$ cat config.mk
export PLATFORM = sky130hd
export DESIGN_NAME = midi_uart_rx_flat
export DESIGN_NICKNAME = d
export VERILOG_FILES = /design/src/rtl/midi_pkg.sv /design/src/rtl/midi_uart_rx_if.sv /design/src/rtl/midi_sync.sv /design/src/rtl/midi_uart_rx.sv /design/src/flat_wrapper.sv
export SDC_FILE = /design/constraint.sdc
export NUM_CORES = 1
export LEC_CHECK = 0
export CORE_ASPECT_RATIO = 1.4
export CORE_MARGIN = 2
export CORE_UTILIZATION = 55
export DETAILED_ROUTE_END_ITERATION = 6
export GPL_ROUTABILITY_DRIVEN = 0
export HOLD_SLACK_MARGIN = 0.03
export PLACE_DENSITY = 0.73
export RECOVER_POWER = 100
export SYNTH_ARGS = -nofsm -noshare
export SYNTH_HDL_FRONTEND = slang
export SYNTH_SLANG_ARGS = --single-unit
$ cat constraint.sdc
create_clock -name clk -period 2.4 [get_ports clk]
set_clock_uncertainty 0.2 [all_clocks]
set_input_delay 0.6 -clock clk [delete_from_list [all_inputs] [get_ports clk]]
set_output_delay 0.6 -clock clk [all_outputs]
set_load 0.05 [all_outputs]
$ cat src/rtl/midi_pkg.sv
// Shared MIDI definitions: line format constants and the UART receiver
// state encoding (also intended for the transmit side).
package midi_pkg;

    localparam int unsigned MIDI_BAUD      = 31_250;
    localparam int unsigned MIDI_DATA_BITS = 8;

    typedef enum logic [2:0] {
        ST_IDLE,
        ST_START,
        ST_DATA,
        ST_STOP,
        ST_WAIT_HIGH
    } midi_state_e;

endpackage

$ cat src/rtl/midi_uart_rx_if.sv
// Received-byte channel: valid/ready handshake plus error pulses.
interface midi_uart_rx_if;
    import midi_pkg::*;

    logic [MIDI_DATA_BITS-1:0] rx_data;
    logic                      rx_valid;
    logic                      rx_ready;
    logic                      frame_err;
    logic                      overrun;

    // Receiver side drives data, valid and the error pulses.
    modport master (
        output rx_data,
        output rx_valid,
        output frame_err,
        output overrun,
        input  rx_ready
    );

    // Consumer side accepts bytes and observes the error pulses.
    modport slave (
        input  rx_data,
        input  rx_valid,
        input  frame_err,
        input  overrun,
        output rx_ready
    );

endinterface

$ cat src/rtl/midi_sync.sv
// Two-flop synchronizer with a configurable reset value, for asynchronous
// MIDI pins.
module midi_sync #(
    parameter int unsigned       WIDTH     = 1,
    parameter logic [WIDTH-1:0]  RESET_VAL = '1
) (
    input  logic             clk,
    input  logic             rst,
    input  logic [WIDTH-1:0] d,
    output logic [WIDTH-1:0] q
);

    logic [WIDTH-1:0] meta_q, meta_d;
    logic [WIDTH-1:0] sync_q, sync_d;

    // Next-state for the two synchronizer stages.
    always_comb begin
        meta_d = d;
        sync_d = meta_q;
    end

    // Synchronizer flops, forced to the idle level on reset.
    always_ff @(posedge clk) begin
        if (rst) begin
            meta_q <= RESET_VAL;
            sync_q <= RESET_VAL;
        end else begin
            meta_q <= meta_d;
            sync_q <= sync_d;
        end
    end

    assign q = sync_q;

endmodule

$ cat src/rtl/midi_uart_rx.sv
// MIDI UART receiver: 8N1 deserializer with mid-bit sampling, start-bit
// glitch rejection, framing-error detection, a one-byte holding register
// and overrun signalling.
module midi_uart_rx
    import midi_pkg::*;
#(
    parameter int unsigned CLK_FREQ_HZ = 16_000_000,
    parameter int unsigned BAUD        = MIDI_BAUD
) (
    input  logic           clk,
    input  logic           rst,
    input  logic           midi_in,
    midi_uart_rx_if.master rx
);

    localparam int unsigned DIV   = CLK_FREQ_HZ / BAUD;
    localparam int unsigned CNT_W = $clog2(DIV);
    localparam int unsigned IDX_W = $clog2(MIDI_DATA_BITS);

    localparam logic [CNT_W-1:0] CNT_FULL = CNT_W'(DIV - 1);
    localparam logic [CNT_W-1:0] CNT_HALF = CNT_W'(DIV / 2 - 1);
    localparam logic [IDX_W-1:0] IDX_LAST = IDX_W'(MIDI_DATA_BITS - 1);

    if (DIV < 16) begin : g_div_check
        $error("midi_uart_rx: CLK_FREQ_HZ / BAUD must be at least 16");
    end

    logic line_s;

    midi_state_e                state_q,    state_d;
    logic [CNT_W-1:0]           cnt_q,      cnt_d;
    logic [IDX_W-1:0]           bit_idx_q,  bit_idx_d;
    logic [MIDI_DATA_BITS-1:0]  shift_q,    shift_d;
    logic                       line_h_q,   line_h_d;
    logic [MIDI_DATA_BITS-1:0]  rx_data_q,  rx_data_d;
    logic                       rx_valid_q, rx_valid_d;
    logic                       frame_err_q, frame_err_d;
    logic                       overrun_q,  overrun_d;

    logic sample;
    logic byte_good;
    logic consume;

    midi_sync #(
        .WIDTH     (1),
        .RESET_VAL (1'b1)
    ) u_sync (
        .clk (clk),
        .rst (rst),
        .d   (midi_in),
        .q   (line_s)
    );

    // Frame FSM, bit timer, shift register and holding-register update.
    always_comb begin
        state_d     = state_q;
        cnt_d       = cnt_q - CNT_W'(1);
        bit_idx_d   = bit_idx_q;
        shift_d     = shift_q;
        line_h_d    = line_s;
        byte_good   = 1'b0;
        frame_err_d = 1'b0;
        overrun_d   = 1'b0;
        sample      = (cnt_q == '0);
        consume     = rx_valid_q && rx.rx_ready;

        unique case (state_q)
            ST_IDLE: begin
                if (line_h_q && !line_s) begin
                    cnt_d   = CNT_HALF;
                    state_d = ST_START;
                end
            end
            ST_START: begin
                if (sample) begin
                    if (line_s) begin
                        state_d = ST_IDLE;
                    end else begin
                        cnt_d     = CNT_FULL;
                        bit_idx_d = '0;
                        state_d   = ST_DATA;
                    end
                end
            end
            ST_DATA: begin
                if (sample) begin
                    // LSB arrives first, so shifting in at the top leaves
                    // bit[index] in place after the last data bit.
                    shift_d = {line_s, shift_q[MIDI_DATA_BITS-1:1]};
                    cnt_d   = CNT_FULL;
                    if (bit_idx_q == IDX_LAST) begin
                        state_d = ST_STOP;
                    end else begin
                        bit_idx_d = bit_idx_q + IDX_W'(1);
                    end
                end
            end
            ST_STOP: begin
                if (sample) begin
                    if (line_s) begin
                        byte_good = 1'b1;
                        state_d   = ST_IDLE;
                    end else begin
                        frame_err_d = 1'b1;
                        state_d     = ST_WAIT_HIGH;
                    end
                end
            end
            ST_WAIT_HIGH: begin
                if (line_s) begin
                    state_d = ST_IDLE;
                end
            end
            default: begin
                state_d = ST_WAIT_HIGH;
            end
        endcase

        rx_data_d  = rx_data_q;
        rx_valid_d = rx_valid_q && !consume;
        if (byte_good) begin
            if (!rx_valid_q || consume) begin
                rx_data_d  = shift_d;
                rx_valid_d = 1'b1;
            end else begin
                overrun_d = 1'b1;
            end
        end
    end

    // State and datapath registers.
    always_ff @(posedge clk) begin
        if (rst) begin
            state_q     <= ST_WAIT_HIGH;
            cnt_q       <= '0;
            bit_idx_q   <= '0;
            shift_q     <= '0;
            line_h_q    <= 1'b1;
            rx_data_q   <= '0;
            rx_valid_q  <= 1'b0;
            frame_err_q <= 1'b0;
            overrun_q   <= 1'b0;
        end else begin
            state_q     <= state_d;
            cnt_q       <= cnt_d;
            bit_idx_q   <= bit_idx_d;
            shift_q     <= shift_d;
            line_h_q    <= line_h_d;
            rx_data_q   <= rx_data_d;
            rx_valid_q  <= rx_valid_d;
            frame_err_q <= frame_err_d;
            overrun_q   <= overrun_d;
        end
    end

    assign rx.rx_data   = rx_data_q;
    assign rx.rx_valid  = rx_valid_q;
    assign rx.frame_err = frame_err_q;
    assign rx.overrun   = overrun_q;

endmodule
$ cat src/flat_wrapper.sv
// flat-port wrapper written by rule: the top's interface ports become plain ports
module midi_uart_rx_flat import midi_pkg::*;
#(
    parameter int unsigned CLK_FREQ_HZ = 16_000_000,
    parameter int unsigned BAUD        = MIDI_BAUD
)
  (clk, rst, midi_in, rx_rx_data, rx_rx_valid, rx_frame_err, rx_overrun, rx_rx_ready);
  midi_uart_rx_if rx_i ();
  input  logic clk;
  input  logic rst;
  input  logic midi_in;
  output wire logic [$bits(rx_i.rx_data)-1:0] rx_rx_data;
  output wire logic [$bits(rx_i.rx_valid)-1:0] rx_rx_valid;
  output wire logic [$bits(rx_i.frame_err)-1:0] rx_frame_err;
  output wire logic [$bits(rx_i.overrun)-1:0] rx_overrun;
  input wire logic [$bits(rx_i.rx_ready)-1:0] rx_rx_ready;
  assign rx_rx_data = rx_i.rx_data;
  assign rx_rx_valid = rx_i.rx_valid;
  assign rx_frame_err = rx_i.frame_err;
  assign rx_overrun = rx_i.overrun;
  assign rx_i.rx_ready = rx_rx_ready;
  midi_uart_rx #(.CLK_FREQ_HZ(CLK_FREQ_HZ), .BAUD(BAUD)) u_core (.clk(clk), .rst(rst), .midi_in(midi_in), .rx(rx_i));
endmodule
==> reports/qor.yml, run 1 <==
route:
  drc: 0
  drt-total-wl_um: 3060
  wl_per_cell_um: 13.5
  drtIter0Drc: 53
  dr.pass1.iters: 4
  viasPerCell: 5.76
  detail-route-antenna-nets: 0
  num_vias: 1301
layout:
  multi_input_area_um2: 792
  syn2layout_area_growth_pct: 18.9
  final_area_um2: 1870
  antenna_cells: 0
  final_core_util_pct: 70.0
  drive_above_1_share_pct: 18.4
  final_cell_mix: "dfxtp_1, nor2_1, a21oi_1"
  regArea_um2: 742
  final_common_cell: "dfxtp_1"
  nFillCells: 232
  nets: 197
power:
  switchingPower_uw: 357
  internal-power_uw: 897
  p_leak_uw: 0.000687
  swShare_pct: 28.5
  power_frac_comb_pct: 18.8
  power_density_nw_per_um2: 671
  ir_worst_vdd_mv: 0.703
  clockPowerShare_pct: 25.7
  seqPwrFrac_pct: 55.5
place:
  hpwlAfterDp_um: 2170
  dp_slack_ns: 0.0693
  place_area_um2: 1760
  io_buffers: 14
grt:
  grt.overflow.total: 0
  grt_usage_pct: 21.3
  grt_pass1_vias: 1227
  antenna_found_initial: 0
  grt_max_degree: 20
  grt_pass1_wl_um: 5360
timing:
  rsz0062_at_grt: "false"
  slew_violations: 0
  final.setup.tns_ns: 0
  finalCritPeriodShare_pct: 96.4
  setup_slack_ns: 0.0858
  setup_viol: 0
  worst_pin_slew_ns: 0.834
  fmax_mhz: 432
  min_period_ns: 2.31
  final_hold_viol_count: 0
  max_slew_margin_pct: 44.4
clocking:
  insertion_delay_ns: 0.33
  clockRootBuffer: "clkbuf_4"
  cts.sinks: 37
  clk_path_buf_depth: 2
  hold_buffers: 0
  htreeDepth: 2
  cts_tree: "built"
  clkSlewWorstSetupHoldPaths_ns: 0.10
  cts_made_buffers: 5
worst_setup_path:
  slowest_stage: "dlygate4sd3_1"
  critPathRequiredTime_ns: 1.60
  crit_family: "buffers and inverters"
  path_cells: "dlygate4sd3_1"
  worstSetupEndpointType: "output port"
  path_class: "register to output port"
  cp_max_fo: 1
  critPathBufInv: 1
  crit_path_max_incr_delay_ns: 0.86
  crit_arrival_ns: 1.51
  worst_setup_path_start_kind: "register"
synthesis:
  ys_seq_area_share_pct: 47.1
  netlist_top_cells_area: "dfxtp_1, a21oi_1, nor2_1, a211oi_1, mux2i_1"
  yosysWarnings: 0
  synth_area_um2: 1570
  synth_seq_cells: 37
  yosysTopAreaCell: "dfxtp_1"
  synth_nets: 176
  synth.top_cell.area_share_pct: 47.1
  synthCells: 169
  avgSynthCellArea_um2: 9.30
  ys_types: 38
die:
  die_y_um: 67.2
  fp-row-count: 22
  start_util_pct: 58.9
  core_um2: 2670
  fp.dieArea_um2: 3310
  fp.dieW_um: 49.2
  io_pins: 15
status:
  status: "complete, no violations"
min_path:
  hp-class: "register to register"
run:
  cap_violations: 0
[cells in the mapped netlist (all sizes together)]
library cell	count
a31oi	2
dfxtp	37
a311o	1
and3	2
clkbuf	7
and2	1
mux2i	5
nand2b	2
a21oi	18
nor2	20
a2111o	1
or4	4
nand2	10
nor3	3
inv	3
nand3	2
o21ai	8
o21a	1
xnor2	5
or3	3
ha	3
nand3b	1
buf	4
nor2b	1
or2	3
nor4	5
or3b	3
nand4b	1
o21ba	1
o31ai	1
a211oi	7
a32oi	2
or4b	2
[logic make-up (layout without fill, tap and decap cells)]
family,count (synthesis),after routing,synth area share (%)
muxes,5,5,3.18
buffers and inverters,14,35,4.22
adders and majority gates,3,3,2.39
AOI/OAI and AO/OA,42,42,16.5
DFF,37,37,47.1
xor gates and xnor gates,5,5,2.79
and+or+nand+nor,63,63,23.8
[final cells by class]
cell class | count | share of cell area [%]
Multi-Input combinational cell | 118 | 42.4
Sequential cell | 37 | 39.7
Timing Repair Buffer | 25 | 11.9
Clock buffer | 7 | 2.95
Tap cell | 36 | 2.41
Inverter | 3 | 0.603
[routing by layer]
metal | up-vias | global-route usage [%] | wire (um)
li1 | 643 | - | -
met1 | 625 | 23.1 | 1310
met2 | 27 | 39.0 | 1590
met3 | 6 | 5.31 | 110
met4 | 0 | 9.64 | 56
met5 | - | 0 | 0
[per-stage QoR]
step	hold WS [ns]	total power (uW)	instances
detailed placement	0.201	936	216
CTS	0.224	1260	223
global placement	0.194	928	216
finish	0.220	1250	226
global route	0.239	1330	226
floorplan	0.189	891	169
[flip-flops by register name (all words and copies together), names as in the netlist]
name and flops:
u_core.rx.overrun 1, u_core.bit_idx_q 3, u_core.line_h_q 1, u_core.rx.frame_err 1
u_core.rx.rx_data 8, u_core.rx.rx_valid 1, u_core.shift_q 8, u_core.state_q 3
u_core.cnt_q 9, u_core.u_sync.q 1, u_core.u_sync.meta_q 1
[repair_timing]
action	CTS	global route
resized for setup	0	14
endpoints found under the setup margin	0	8
buffers inserted	0	2
[final timing paths]
| path | from | slack, ns | to | cells past startpoint |
|---|---|---|---|---|
| worst min register to register | u_core.u_sync.meta_q | 0.22 | u_core.u_sync.q | 1 |
| worst max register to register | u_core.cnt_q[0] | 0.11 | u_core.rx.rx_data[2] | 6 |
| worst max-delay path | u_core.rx.overrun | 0.09 | rx_overrun | 1 |
| worst min-delay path | u_core.u_sync.meta_q | 0.22 | u_core.u_sync.q | 1 |
[power by group through the flow]
stage	combinational [uW]	clock, uW	sequential, uW
floorplan	193	0	699
global placement	220	0	708
detailed placement	227	0	709
CTS	229	333	695
global route	264	358	704
finish	236	322	696
(Power assumes the default switching activity.)
==> run 2, diff against run 1 <==
--- a/config.mk
+++ b/config.mk
@@ -5,8 +5,9 @@
 export SDC_FILE = /design/constraint.sdc
 export NUM_CORES = 1
 export LEC_CHECK = 0
+export CAP_MARGIN = 20
 export CORE_ASPECT_RATIO = 1.4
-export CORE_MARGIN = 2
+export CORE_MARGIN = 4
 export CORE_UTILIZATION = 55
 export DETAILED_ROUTE_END_ITERATION = 6
 export GPL_ROUTABILITY_DRIVEN = 0
==> run 2 against run 1 <==
Compared with the run above: die area grew 15%; sequential share of layout area down 0.30 points; worst hold slack gained 0.0036 ns; wire length up 2.6%; count of clock-buffer cells in the layout unchanged; global-route usage down 2.6 points; flip-flop and latch count did not move; via count fell by 1.8%; design area increased by 0.94%; total power up 0.66%.
==> reports/qor.yml, run 2 (synthesis gave the netlist of run 1 again) <==
clocking:
  clkSlewWorstSetupHoldPaths_ns: 0.10  # about the same
  cts_tree: "built"
  hold_buffers: 0  # unchanged
  cts_made_buffers: 5  # unchanged
  clockRootBuffer: "clkbuf_4"
  clk_path_buf_depth: 2  # unchanged
  cts.sinks: 37  # unchanged
  insertion_delay_ns: 0.33  # about the same
  htreeDepth: 2  # unchanged
die:
  die_y_um: 71.2  # +5.9%
  fp.dieArea_um2: 3790  # +15%
  fp.dieW_um: 53.2  # +8.1%
  start_util_pct: 58.9  # unchanged
  io_pins: 15  # unchanged
  core_um2: 2670  # unchanged
  fp-row-count: 22  # unchanged
timing:
  fmax_mhz: 429  # -0.67%
  finalCritPeriodShare_pct: 97.1  # +0.65 points
  slew_violations: 0  # unchanged
  max_slew_margin_pct: 59.7  # +15 points
  rsz0062_at_grt: "true"
  final_hold_viol_count: 0  # unchanged
  min_period_ns: 2.33  # +0.0155 ns
  worst_pin_slew_ns: 0.604  # -0.230 ns
  setup_viol: 0  # unchanged
layout:
  final_common_cell: "dfxtp_1"
  syn2layout_area_growth_pct: 20.0
  final_area_um2: 1890  # +0.94%
  largest_reg_flops: 9  # unchanged
  nets: 198  # +0.51%
  top_register: "u_core.cnt_q"
  final_cell_mix: "dfxtp_1, nor2_1, a21oi_1"
  layout.cells.non_filler: 227  # +0.44%
  drive_above_1_share_pct: 19.9  # +1.5 points
  antenna_cells: 0  # unchanged
  nFillCells: 234  # +0.86%
power:
  swShare_pct: 28.5  # about the same
  p_leak_uw: 0.000684  # -0.48%
  seqPwrFrac_pct: 55.3  # -0.2 points
  power_frac_comb_pct: 19.1  # +0.3 points
  internal-power_uw: 902  # +0.65%
  switchingPower_uw: 359  # +0.69%
  clockPowerShare_pct: 25.5  # -0.2 points
  ir_worst_vdd_mv: 0.749  # +6.4%
  power_density_nw_per_um2: 669  # -0.27%
worst_setup_path:
  crit_cells: 6  # +5
  crit_path_max_incr_delay_ns: 0.62  # -0.24 ns
  critPathRequiredTime_ns: 2.46  # +0.86 ns
  worst_setup_path_start_kind: "register"
  slowest_stage: "or4_4"
  r2r_slack_ns: 0.07  # -0.04 ns
  crit_family: "simple AND/OR/NAND/NOR gates"
  reg2reg_depth: 6  # unchanged
  cp_max_fo: 8  # +7
  crit_arrival_ns: 2.39  # +0.88 ns
  worstSetupEndpointType: "register"
  path_class: "register to register"
  critPathBufInv: 1  # unchanged
  path_cells: "inv_2, ha_4, or4b_4, or4_4, mux2i_4, a211oi_2"
route:
  detail-route-antenna-nets: 0  # unchanged
  num_vias: 1277  # -1.8%
  drt-total-wl_um: 3140  # +2.6%
  drtIter0Drc: 32  # -40%
  dr.pass1.iters: 4  # unchanged
  drc: 0  # unchanged
  viasPerCell: 5.63  # -2.3%
  wl_per_cell_um: 13.8  # +2.2%
grt:
  grt_pass1_wl_um: 5400  # +0.76%
  grt.overflow.total: 0  # unchanged
  grt_usage_pct: 18.7  # -2.6 points
  antenna_found_initial: 0  # unchanged
  grt_max_degree: 18  # -10%
  grt_pass1_vias: 1257  # +2.4%
place:
  dp.cells: 215  # -0.46%
  place_area_um2: 1750  # -0.43%
  hpwlAfterDp_um: 2180  # +0.24%
  io_buffers: 14  # unchanged
run:
  cap_violations: 0  # unchanged
status:
  status: "complete, no violations"
min_path:
  min_delay_path_depth: 1  # unchanged
  hp-class: "register to register"
## run 2: layout make-up
class,count,area (um2),area share [%]
multi-input cells,118,800,42.4
clock buffers,7,55.1,2.92
repair buffers,26,231,12.3
flip-flops and latches,37,743,39.4
well taps,36,45.0,2.39
inverters,3,11.3,0.597
## run 2: routing by layer
metal | part of all wire, % | routed length [um] | GRT usage [%]
met1 | 42 | 1310 | 22.1
met2 | 54 | 1690 | 31.9
met3 | 2.1 | 65 | 3.74
met4 | 2.2 | 70 | 8.52
met5 | 0 | 0 | 0
## run 2: worst paths after layout
check | start | to
worst max-delay path | u_core.cnt_q[0] | u_core.rx.rx_data[3]
worst min register to register | u_core.u_sync.meta_q | u_core.u_sync.q
worst max register to register | u_core.cnt_q[0] | u_core.rx.rx_data[3]
worst min-delay path | u_core.u_sync.meta_q | u_core.u_sync.q
## run 2: power by group through the flow
stage                     Combinational [uW]  Sequential (uW)  Clock, uW
final                                    242              698        322
after global routing                     268              705        359
after CTS                                226              698        332
after detailed placement                 224              711          0
after global placement                   218              709          0
after floorplan                          193              699          0
## run 2: repair_timing
item,4_1_cts,5_1_grt
endpoints found under the setup margin,0,11
setup buffers,0,4
resized for setup,0,11
## run 2: metrics by stage
stage / total power (uW) / hold slack, ns / TNS [ns] / utilization, % / setup WS [ns]
finish: 1260 / 0.224 / 0 / 70.6 / 0.0703
global route: 1330 / 0.250 / -0.0237 / 70.6 / -0.0237
CTS: 1260 / 0.228 / 0 / 67.8 / 0.0849
detailed placement: 935 / 0.203 / 0 / 65.7 / 0.0997
global placement: 927 / 0.193 / 0 / 65.7 / 0.152
floorplan: 891 / 0.189 / 0 / - / 0.157
